`config.mk`:
```
export PLATFORM = sky130hd
export DESIGN_NAME = sc_backg_lane_scheduler
export DESIGN_NICKNAME = d
export VERILOG_FILES = /design/src/rtl/sc_backg_lane_scheduler.sv
export SDC_FILE = /design/constraint.sdc
export NUM_CORES = 1
export LEC_CHECK = 0
export BUFFER_PORTS_ARGS = -buffer_cell sky130_fd_sc_hd__buf_2
export CORE_UTILIZATION = 54
export DETAILED_ROUTE_END_ITERATION = 12
export GPL_ROUTABILITY_DRIVEN = 1
export HOLD_SLACK_MARGIN = 0.03
export PLACE_DENSITY = 0.76
export SLEW_MARGIN = 20
export SYNTH_ARGS = -nofsm -noshare
export SYNTH_HDL_FRONTEND = slang
export SYNTH_SLANG_ARGS = --single-unit
```
`constraint.sdc`:
```
create_clock -name SC_BackgSched_CLOCK_50 -period 2 [get_ports SC_BackgSched_CLOCK_50]
set_clock_uncertainty 0.05 [all_clocks]
set_input_delay 0.2 -clock SC_BackgSched_CLOCK_50 [delete_from_list [all_inputs] [get_ports SC_BackgSched_CLOCK_50]]
set_output_delay 0.2 -clock SC_BackgSched_CLOCK_50 [all_outputs]
set_load 0.02 [all_outputs]
```
`src/rtl/sc_backg_lane_scheduler.sv`:
```
`default_nettype none
// ============================================================================
// Module   : sc_backg_lane_scheduler
// Purpose  : Sequences the bank of per-lane background shift registers:
//            broadcast clear/load strobes and one round-robin rotate command
//            per level-scaled scheduler tick.
// Revision : 1.0 - initial release
// ============================================================================
module sc_backg_lane_scheduler #(
  parameter int                   NUM_LANES      = 4,
  parameter int                   PRESCALE       = 5000000,
  parameter int                   PRESCALE_WIDTH = 24,
  parameter logic [NUM_LANES-1:0] DIR_MASK       = 4'b1010
) (
  input  logic                   SC_BackgSched_CLOCK_50,
  input  logic                   SC_BackgSched_RESET_InHigh,
  input  logic                   SC_BackgSched_start_InHigh,
  input  logic                   SC_BackgSched_pause_InHigh,
  input  logic                   SC_BackgSched_loadreq_InHigh,
  input  logic                   SC_BackgSched_gameover_InHigh,
  input  logic [1:0]             SC_BackgSched_level_In,
  output logic                   SC_BackgSched_clear_OutLow,
  output logic                   SC_BackgSched_load_OutLow,
  output logic [2*NUM_LANES-1:0] SC_BackgSched_shiftselection_OutBUS,
  output logic [2:0]             SC_BackgSched_laneptr_Out,
  output logic [2:0]             SC_BackgSched_state_Out
);

  typedef enum logic [2:0] {
    S_IDLE  = 3'b000,
    S_CLEAR = 3'b001,
    S_RUN   = 3'b010,
    S_PAUSE = 3'b011,
    S_LOAD  = 3'b100
  } state_t;

  state_t                    state, state_d;
  logic [PRESCALE_WIDTH-1:0] prescaler, prescaler_d;
  logic [2:0]                laneptr, laneptr_d, laneptr_inc;
  logic                      clear_n, clear_n_d;
  logic                      load_n, load_n_d;
  logic [2*NUM_LANES-1:0]    shiftsel, shiftsel_d, shift_vec;
  logic [31:0]               shifted, term_full;
  logic                      tick;

  // Terminal count for the current level; >= compare lets a faster level fire at once.
  always_comb begin
    shifted   = 32'(PRESCALE) >> SC_BackgSched_level_In;
    term_full = (shifted == 32'd0) ? 32'd0 : shifted - 32'd1;
    tick      = (32'(prescaler) >= term_full);
  end

  // Rotate code for the lane under the pointer; every other lane gets 00.
  genvar g;
  generate
    for (g = 0; g < NUM_LANES; g++) begin : g_lane
      assign shift_vec[2*g+1:2*g] = (laneptr == 3'(g)) ?
                                    (DIR_MASK[g] ? 2'b10 : 2'b01) : 2'b00;
    end
  endgenerate

  assign laneptr_inc = (laneptr == 3'(NUM_LANES-1)) ? 3'd0 : laneptr + 3'd1;

  // Next-state and next-output decode; priority gameover > loadreq > pause > tick.
  always_comb begin
    state_d     = state;
    prescaler_d = prescaler;
    laneptr_d   = laneptr;
    clear_n_d   = 1'b1;
    load_n_d    = 1'b1;
    shiftsel_d  = '0;
    case (state)
      S_IDLE: begin
        prescaler_d = '0;
        if (SC_BackgSched_start_InHigh) begin
          state_d   = S_CLEAR;
          clear_n_d = 1'b0;
          laneptr_d = 3'd0;
        end
      end
      S_CLEAR: begin
        state_d = S_RUN;
      end
      S_RUN: begin
        if (SC_BackgSched_gameover_InHigh) begin
          state_d     = S_IDLE;
          laneptr_d   = 3'd0;
          prescaler_d = '0;
        end else if (SC_BackgSched_loadreq_InHigh) begin
          state_d     = S_LOAD;
          load_n_d    = 1'b0;
          laneptr_d   = 3'd0;
          prescaler_d = '0;
        end else if (SC_BackgSched_pause_InHigh) begin
          state_d = S_PAUSE;
        end else if (tick) begin
          prescaler_d = '0;
          shiftsel_d  = shift_vec;
          laneptr_d   = laneptr_inc;
        end else begin
          prescaler_d = prescaler + 1'b1;
        end
      end
      S_PAUSE: begin
        if (SC_BackgSched_gameover_InHigh) begin
          state_d     = S_IDLE;
          laneptr_d   = 3'd0;
          prescaler_d = '0;
        end else if (SC_BackgSched_loadreq_InHigh) begin
          state_d     = S_LOAD;
          load_n_d    = 1'b0;
          laneptr_d   = 3'd0;
          prescaler_d = '0;
        end else if (!SC_BackgSched_pause_InHigh) begin
          state_d = S_RUN;
        end
      end
      S_LOAD: begin
        if (SC_BackgSched_gameover_InHigh) begin
          state_d     = S_IDLE;
          laneptr_d   = 3'd0;
          prescaler_d = '0;
        end else begin
          state_d = SC_BackgSched_pause_InHigh ? S_PAUSE : S_RUN;
        end
      end
      default: begin
        state_d = S_IDLE;
      end
    endcase
  end

  // State and registered outputs; async reset aborts any in-flight strobe.
  always_ff @(posedge SC_BackgSched_CLOCK_50 or posedge SC_BackgSched_RESET_InHigh) begin
    if (SC_BackgSched_RESET_InHigh) begin
      state     <= S_IDLE;
      prescaler <= '0;
      laneptr   <= 3'd0;
      clear_n   <= 1'b1;
      load_n    <= 1'b1;
      shiftsel  <= '0;
    end else begin
      state     <= state_d;
      prescaler <= prescaler_d;
      laneptr   <= laneptr_d;
      clear_n   <= clear_n_d;
      load_n    <= load_n_d;
      shiftsel  <= shiftsel_d;
    end
  end

  assign SC_BackgSched_clear_OutLow          = clear_n;
  assign SC_BackgSched_load_OutLow           = load_n;
  assign SC_BackgSched_shiftselection_OutBUS = shiftsel;
  assign SC_BackgSched_laneptr_Out           = laneptr;
  assign SC_BackgSched_state_Out             = state;

endmodule
`default_nettype wire

```
Word-level counts from Yosys, hierarchy flattened
Index checks and enable logic that the tools add are counted.
W data, S select, Z words.
- add/sub/neg operators: 3
- eq/ne operators: 14
- multiply operators: 0
- magnitude comparators: 1
- reductions and logical operators: 8
- divide/modulo/power cells: 0
- bitwise logic cells: 0
- muxes and demuxes: 43
- shifts and indexed selects: 1
- operator list (cell ; number):
    $mux W24 ; 7
    $pmux W24 S4 ; 1
    $mux W3 ; 16
    $mux W8 ; 5
    $ge A24 B32 Y1 ; 1
    $logic_not A32 Y1 ; 1
    $mux W32 ; 1
    $shr A23 B2 Y32 const A ; 1
    $sub A32 B1 Y32 const B ; 1
    $add A24 B1 Y24 const B ; 1
    $ne A4 B4 Y1 const B ; 4
    $pmux W3 S5 ; 1
    $eq A3 B2 Y1 const B ; 4
    $pmux W3 S4 ; 1
    $mux W1 ; 8
    $eq A3 B1 Y1 const B ; 2
    $logic_not A3 Y1 ; 2
    $mux W2 ; 3
    $reduce_and A6 Y1 ; 1
    $ne A2 B2 Y1 const B ; 2
    $reduce_and A4 Y1 ; 1
    $reduce_bool A4 Y1 ; 1
    $add A3 B1 Y3 const B ; 1
    $eq A3 B3 Y1 const B ; 1
    3 further kinds ; 3
- register bits: 40
- memories kept: 0
- latch bits: 0
- bits in read-only memories: 0
- input bits: 8
- output and inout port bits: 16
- memory bits (writable): 0

Logic depth before layout (Yosys ltp)
Gate-level depths: netlist of run 1.
- depth in word-level cells: 9
- depth in mapped cells: 16
- gate-level depth less buffers: 14

Worst setup path before layout of run 1
Ideal clock, no wire load.
- path kind: input port to flip-flop
- start point: input port SC_BackgSched_level_In[0]
- end point: register prescaler[12]
- arrival: 2.446 ns
- stages: 15
- setup time: 0.103 ns
- data required time: 1.847 ns
- slack: -0.599 ns
- cells stage by stage: inv_1 ha_1 inv_1 ha_1 nand4_1 nor2_1 xor2_1 ha_1 a21oi_1 o21ai_0 a21oi_1 a21oi_4 or2_1 buf_6 o41ai_2
- longest elaborated chain between the ends: 9
- RTL lines (what ; line ; text):
    from (decl) ; 21 ; input logic [1:0] SC_BackgSched_level_In,
    $shr A23 B2 Y32 * ; 48 ; shifted = 32'(PRESCALE) >> SC_BackgSched_level_In;
    $sub A32 B1 Y32 / $logic_not A32 Y1 (equally long branches) ; 49 ; term_full = (shifted == 32'd0) ? 32'd0 : shifted - 32'd1;
    $mux W32 * ; 49 ;
    $ge A24 B32 Y1 * ; 50 ; tick = (32'(prescaler) >= term_full);
    $mux W24 * ; 96 ; end else if (tick) begin
    $mux W24 * ; 94 ; end else if (SC_BackgSched_pause_InHigh) begin
    $mux W24 * ; 89 ; end else if (SC_BackgSched_loadreq_InHigh) begin
    $mux W24 * ; 85 ; if (SC_BackgSched_gameover_InHigh) begin
    $pmux W24 S4 * ; 72 ; case (state)
    to (signal assigned) ; 144 ; prescaler <= prescaler_d;
    to (decl) ; 38 ; logic [PRESCALE_WIDTH-1:0] prescaler, prescaler_d;
Every way passes the cells marked *; elsewhere a longest branch is shown, timed or not. The select of a mux whose other input is x is not followed.
A chain may end at the register's enable or synchronous reset.

Worst setup path in the final report of run 1
- start point: input port SC_BackgSched_level_In[1]
- end point: register prescaler[0]
Same word-level chain as after synthesis.

==> reports/metrics.csv, run 1 <==
stage,metric,value,unit
outcome,status,"complete, but fails checks",
outcome,violated checks,"design-rule violations, negative setup slack",
placement,GPL Wtd Cong,0.842,
floorplanning,Die Wd,71.3,um
critical_path,crit path capture type,flop,
synthesis,"FF+latch count, synth",36,
pwr,Sw Share,0.340,
clocking,htree depth,2,
sta,Peak Freq,0.440,GHz
floorplanning,Die ar.,5080,um2
placement,pre-CTS setup slack,-0.723,ns
grt,Total GRT Usage,0.266,
critical_path,Crit-path slowest cell,nor3_4,
pwr,Seq pwr share,0.377,
synthesis,Syn Inst Count,290,
clocking,CTS tree,done,
synthesis,"Cell Area, Synth",2590,um2
floorplanning,I/O pin cnt,24,
sta,final setup fails,31,
hold_path,hold path depth,2,
route,routed length per instance,14.7,um
pwr,Clock Power Share,0.297,
critical_path,worst reg2reg path depth,7,
critical_path,Worst Path Max Fanout,6,
synthesis,Most used DFF post-synth,dfrtp_1,
sta,crit share post-route,1.14,
route,DR vias,2336,
route,Detailed Routing Iterations Pass 1,8,
critical_path,cells along the critical path,"buf_12, clkinvlp_4, ha_2, nand4_1, nor2_2, xor2_1, ha_1, a21oi_1, o21ai_1, a21oi_2, a21oi_4, buf_4, nor3_4, mux2_4",
placement,I/O Buffers,19,
sta,crit path time final,2.27,ns
grt,Overflow after GRT,0,
layout,Final nets,413,
grt,antenna violations before repair,0,
sta,Final WS setup,-0.271,ns
sta,RSZ-0062 raised after global routing,true,
synthesis,Yosys cell types,44,
clocking,later-pin clock latency in the skew report,0.29,ns
layout,synthesis-to-layout area growth,36.9,%
synthesis,Synth Warn #,0,
placement,DP HPWL,4590,um
clocking,Longest Clk Path Bufs,2,
grt,vias in the first global route,2278,
synthesis,"EDFF count, synth",0,
synthesis,register area share after synthesis,0.348,
pwr,worst vdd ir,549,uV
layout,layout cells sized above 1,0.374,
floorplanning,Core ar.,4470,um2
clocking,Num CTS Buffers,5,
route,Via density,5.55,
floorplanning,starting density of the core,0.580,
critical_path,Worst EP required,2.18,ns
clocking,clock slew seen by the registers of the worst setup and hold paths,0.07,ns
pwr,net switching power,0.735,mW
route,WL final,6200,um
grt,pin count of the biggest net entering global routing,30,
critical_path,Setup CP Type,in -> reg,
route,drc violations,1,
critical_path,FF-to-FF setup slack,-0.17,ns
floorplanning,Rows,24,
pwr,cell internal pwr,1.42,mW
synthesis,Post-synth ARST share,1.00,
hold_path,worst min path class,in -> reg,
route,remaining antenna violation count,0,
synthesis,Avg Inst Size Synth,8.94,um2
layout,Diodes inserted,0,
sta,setup TNS,-5.60,ns
clocking,CTS Root Cell,clkbuf_8,
pwr,Logic pwr share,0.326,
pwr,PD cells,608,nW/um2
layout,FILL cells,273,
pwr,static leakage,1.63,nW
sta,Max Slew Vio Count,0,
floorplanning,y dimension of the die,71.3,um
critical_path,WP data arrival,2.45,ns
route,number of DRC markers in iteration 0,127,
critical_path,Startpoint Class,input port,
clocking,CTS Sinks,36,
grt,first-pass GRT wire length,10500,um
critical_path,slowest cell delay on critical path,0.28,ns
job,total of max-cap violations,0,
layout,"most common cell after layout, fill and taps aside",buf_4,
layout,most frequent cells in the layout,"buf_4 (55), dfrtp_1 (34), nand2_1 (24), nor2_1 (24), ha_1 (24)",
sta,Final Hold Viols,0,
==> through the flow <==
stage / area, um2 / hold slack (ns) / std cells / power, mW / util
after floorplan: 2720 / 0.205 / 294 / 1.25 / -
after global placement: 3220 / 0.102 / 409 / 1.43 / 0.720
after detailed placement: 3220 / 0.110 / 409 / 1.45 / 0.720
after CTS: 3520 / 0.0372 / 419 / 2.15 / 0.787
after global routing: 3550 / 0.0458 / 421 / 2.27 / 0.793
final: 3550 / 0.0366 / 421 / 2.16 / 0.793
==> path summary, 6_finish.rpt <==
check,to,startpoint
max reg2reg,prescaler[0],prescaler[22]
min,SC_BackgSched_clear_OutLow,SC_BackgSched_start_InHigh
min reg2reg,SC_BackgSched_laneptr_Out[2],SC_BackgSched_laneptr_Out[2]
min in group asynchronous,prescaler[14],SC_BackgSched_RESET_InHigh
max in group asynchronous,SC_BackgSched_clear_OutLow,SC_BackgSched_RESET_InHigh
max,prescaler[0],SC_BackgSched_level_In[1]
==> cells in the mapped netlist, types with 2 or more instances <==
master    count  area (um2)
a21oi_1      30         150
a22o_1        6        52.6
and3_1        2        12.5
buf_4         4        30.0
clkbuf_1      4        15.0
dfrtp_1      34         851
dfstp_2       2        52.6
ha_1         37         463
inv_1        24        90.1
mux2_2        4        45.0
nand2_1      25        93.8
nand2b_1      2        12.5
nand3_1       9        45.0
nand4_1       9        56.3
nor2_1       25        93.8
nor3_1       13        65.1
nor3b_1       2        15.0
nor4_1        2        12.5
o211ai_1      2        15.0
o21ai_0      13        65.1
o31ai_1       5        37.5
xnor2_1      13         114
xor2_1        2        17.5
==> critical path: cells and delay by family <==
kind	cells	cell delay, ns
AOI/OAI and AO/OA	4	0.53
and+or+nand+nor	3	0.51
adders and majority gates	2	0.47
buffers and inverters	3	0.39
muxes	1	0.21
xor gates and xnor gates	1	0.15
==> cells by family after synthesis <==
logic type               share of synthesized area
adder cells (fa/ha/maj)                      0.178
buffers and inverters                       0.0651
multiplexers                                0.0212
flip-flops                                   0.348
AO/OA/AOI/OAI                                0.156
XOR/XNOR                                    0.0507
AND/OR/NAND/NOR                              0.179
other                                      0.00145
==> metal layers <==
metal	share of wire	global-route usage
met1	0.45	0.330
met5	0	0
met2	0.49	0.483
met3	0.037	0.0380
met4	0.018	0.0733
==> sequential cells by signal, indices dropped and copies added (netlist names) <==
signal / count
SC_BackgSched_clear_OutLow: 1
prescaler: 24
SC_BackgSched_laneptr_Out: 3
SC_BackgSched_state_Out: 3
SC_BackgSched_shiftselection_OutBUS: 4
SC_BackgSched_load_OutLow: 1
==> power groups by stage <==
stage | registers [mW] | logic [mW] | clock network, mW
after floorplan | 0.860 | 0.388 | 0
after global placement | 0.823 | 0.610 | 0
after detailed placement | 0.824 | 0.623 | 0
after CTS | 0.810 | 0.689 | 0.647
after global routing | 0.819 | 0.775 | 0.679
final | 0.814 | 0.703 | 0.641
==> area by class of cell <==
class,count,area [um2],share of cell area
flip-flops and latches,36,903,0.254
repair buffers,78,591,0.166
clock buffers,5,68.8,0.0194
well taps,52,65.1,0.0183
clock inverters,3,42.5,0.0120
multi-input cells,222,1760,0.497
inverters,25,115,0.0324
==> timing repair <==
| item | 4_1_cts | 5_1_grt |
|---|---|---|
| resized for setup | 36 | 4 |
| pin swaps | 15 | 3 |
| setup buffers | 2 | 2 |
| gates cloned | 0 | 0 |
| hold buffers | 1 | 0 |
| endpoints found under the setup margin | 31 | 31 |
| endpoints found under the hold margin | 7 | 0 |
Power figures use the tool's default switching activity.
==> run 2, diff against run 1 <==
clock period = 1.8 ns   (was 2 ns; I/O delays follow)
==> reports/metrics.csv, run 2 (synthesized netlist as in run 1, its figures left out) <==
stage,metric,value,unit,change
outcome,status,"complete, but fails checks",,
outcome,violated checks,"design-rule violations, negative setup slack",,
critical_path,Startpoint Class,input port,,
critical_path,end of the critical path,prescaler[8],,
grt,vias in the first global route,2322,,+1.9%
route,WL final,6440,um,+3.7%
critical_path,FF-to-FF setup slack,-0.39,ns,-0.22 ns
layout,FILL cells,267,,-2.2%
clocking,CTS tree,done,,
grt,Total GRT Usage,0.275,,+0.00959
clocking,Post-CTS Setup Repair Bufs,0,,-2
sta,Max Slew Vio Count,0,,unchanged
grt,pin count of the biggest net entering global routing,37,,+23%
grt,Overflow after GRT,0,,unchanged
layout,"most common cell after layout, fill and taps aside",buf_4,,
layout,Diodes inserted,0,,unchanged
clocking,Longest Clk Path Bufs,2,,unchanged
placement,GPL Wtd Cong,0.831,,-1.2%
clocking,Num CTS Buffers,5,,unchanged
clocking,clock slew seen by the registers of the worst setup and hold paths,0.07,ns,about the same
sta,Final Hold Viols,0,,unchanged
sta,Final WS setup,-0.462,ns,-0.190 ns
placement,DP HPWL,4700,um,+2.3%
floorplanning,y dimension of the die,71.3,um,unchanged
placement,DP Cell Count,415,,+1.5%
hold_path,worst min path class,in -> reg,,
sta,setup TNS,-13.10,ns,-7.50 ns
critical_path,WP data arrival,2.40,ns,-0.05 ns
pwr,worst vdd ir,705,uV,+28%
critical_path,crit path capture type,flop,,
critical_path,Setup CP Type,in -> reg,,
floorplanning,Die ar.,5080,um2,unchanged
grt,first-pass GRT wire length,10700,um,+2.3%
critical_path,worst reg2reg path depth,7,,unchanged
floorplanning,Die Wd,71.3,um,unchanged
placement,Area after DPL,3270,um2,+1.4%
grt,antenna violations before repair,0,,unchanged
job,total of max-cap violations,0,,unchanged
layout,Reg with most FFs,prescaler,,
pwr,PnR Total Power,2.32,mW,+7.4%
route,remaining antenna violation count,0,,unchanged
layout,layout cells sized above 1,0.371,,-0.00302
clocking,CTS Root Cell,clkbuf_8,,
clocking,later-pin clock latency in the skew report,0.30,ns,about the same
route,Detailed Routing Iterations Pass 1,8,,unchanged
pwr,PD cells,652,nW/um2,+7.2%
route,routed length per instance,15.2,um,+3.0%
sta,Peak Freq,0.442,GHz,
critical_path,capturing point of the worst reg2reg path,prescaler[8],,
layout,most frequent cells in the layout,"buf_4 (57), dfrtp_1 (34), ha_1 (26), nand2_1 (25), nor2_1 (24)",,
critical_path,Worst EP required,1.94,ns,-0.24 ns
floorplanning,starting density of the core,0.580,,unchanged
floorplanning,Core ar.,4470,um2,unchanged
route,number of DRC markers in iteration 0,90,,-29%
layout,Final nets,417,,+0.97%
layout,number of flip-flops under the largest register name,24,,unchanged
sta,crit path time final,2.26,ns,
placement,I/O Buffers,19,,unchanged
critical_path,r2r startpoint,prescaler[19],,
sta,Hold Slack,0.0861,ns,+0.0494 ns
critical_path,Worst Setup SP,SC_BackgSched_level_In[1],,
clocking,CTS Sinks,36,,unchanged
sta,RSZ-0062 raised after global routing,true,,
sta,final setup fails,31,,unchanged
critical_path,Worst Path Max Fanout,6,,unchanged
layout,"Design Area, Final",3560,um2,+0.21%
route,DR vias,2405,,+3.0%
sta,crit share post-route,1.26,,
route,drc violations,1,,unchanged
layout,synthesis-to-layout area growth,37.1,%,
route,Via density,5.67,,+2.2%
layout,non-filler instance count after layout,424,,+0.71%
floorplanning,Rows,24,,unchanged
clocking,htree depth,2,,unchanged
floorplanning,I/O pin cnt,24,,unchanged
pwr,static leakage,1.65,nW,+1.0%
run 2: changes by cell type in the layout (fill, tap and decap cells not counted), sizes merged:
cell	delta
clkinvlp	-1
clkbuf	+2
bufinv	-1
buf	+2
dlygate4sd3	+1
run 2: worst max-delay path, stage by stage:
cell and delay (ns):
buf_8 0.10, clkinvlp_4 0.17, ha_4 0.36, inv_4 0.05, ha_4 0.26, nand2_1 0.04, or4_4 0.49, a21oi_4 0.28
buf_6 0.17, o31ai_1 0.07, a22o_1 0.22
run 2: repair_timing:
action,4_1_cts,5_1_grt
pin swaps,17,7
gates resized for setup,28,12
setup endpoints to repair,31,31
gates cloned,0,1
hold buffers,2,0
endpoints found under the hold margin,35,0
run 2: final cells by class:
type | count | area [um2] | share of cell area
clock buffer | 6 | 72.6 | 0.0204
clock inverter | 1 | 5.00 | 0.00141
inverter | 25 | 115 | 0.0324
multi-input combinational | 222 | 1770 | 0.496
sequential | 36 | 903 | 0.254
tap | 52 | 65.1 | 0.0183
timing repair buffer | 82 | 631 | 0.177
run 2: report_power, final:
| group | internal (mW) | switching (mW) | total (mW) |
|---|---|---|---|
| registers | 0.855 | 0.0337 | 0.889 |
| logic | 0.379 | 0.506 | 0.885 |
| clock network | 0.263 | 0.282 | 0.545 |
run 2: per-layer routing:
metal / GRT usage / vias up / wire (um)
li1: - / 1171 / -
met5: 0 / - / 0
met4: 0.111 / 0 / 125
met3: 0.0380 / 14 / 310
met1: 0.346 / 1152 / 2730
met2: 0.479 / 68 / 3270
run 2: per-stage QoR:
stage                     worst slack [ns]  utilization
after floorplan                     -0.515            -
after global placement              -0.821        0.730
after detailed placement            -0.908        0.730
after CTS                           -0.467        0.777
after global routing                -0.577        0.795
final                               -0.462        0.795
run 2: how the worst min path moves through the flow:
stage / to / slack (ns) / start / depth (start not counted)
after floorplan: SC_BackgSched_clear_OutLow / 0.19 / SC_BackgSched_start_InHigh / 1
after global placement: SC_BackgSched_shiftselection_OutBUS[3] / 0.25 / SC_BackgSched_RESET_InHigh / 3
after detailed placement: prescaler[15] / 0.26 / SC_BackgSched_RESET_InHigh / 3
after CTS: SC_BackgSched_load_OutLow / 0.08 / SC_BackgSched_loadreq_InHigh / 2
after global routing: SC_BackgSched_load_OutLow / 0.1 / SC_BackgSched_loadreq_InHigh / 2
final: SC_BackgSched_load_OutLow / 0.09 / SC_BackgSched_loadreq_InHigh / 2
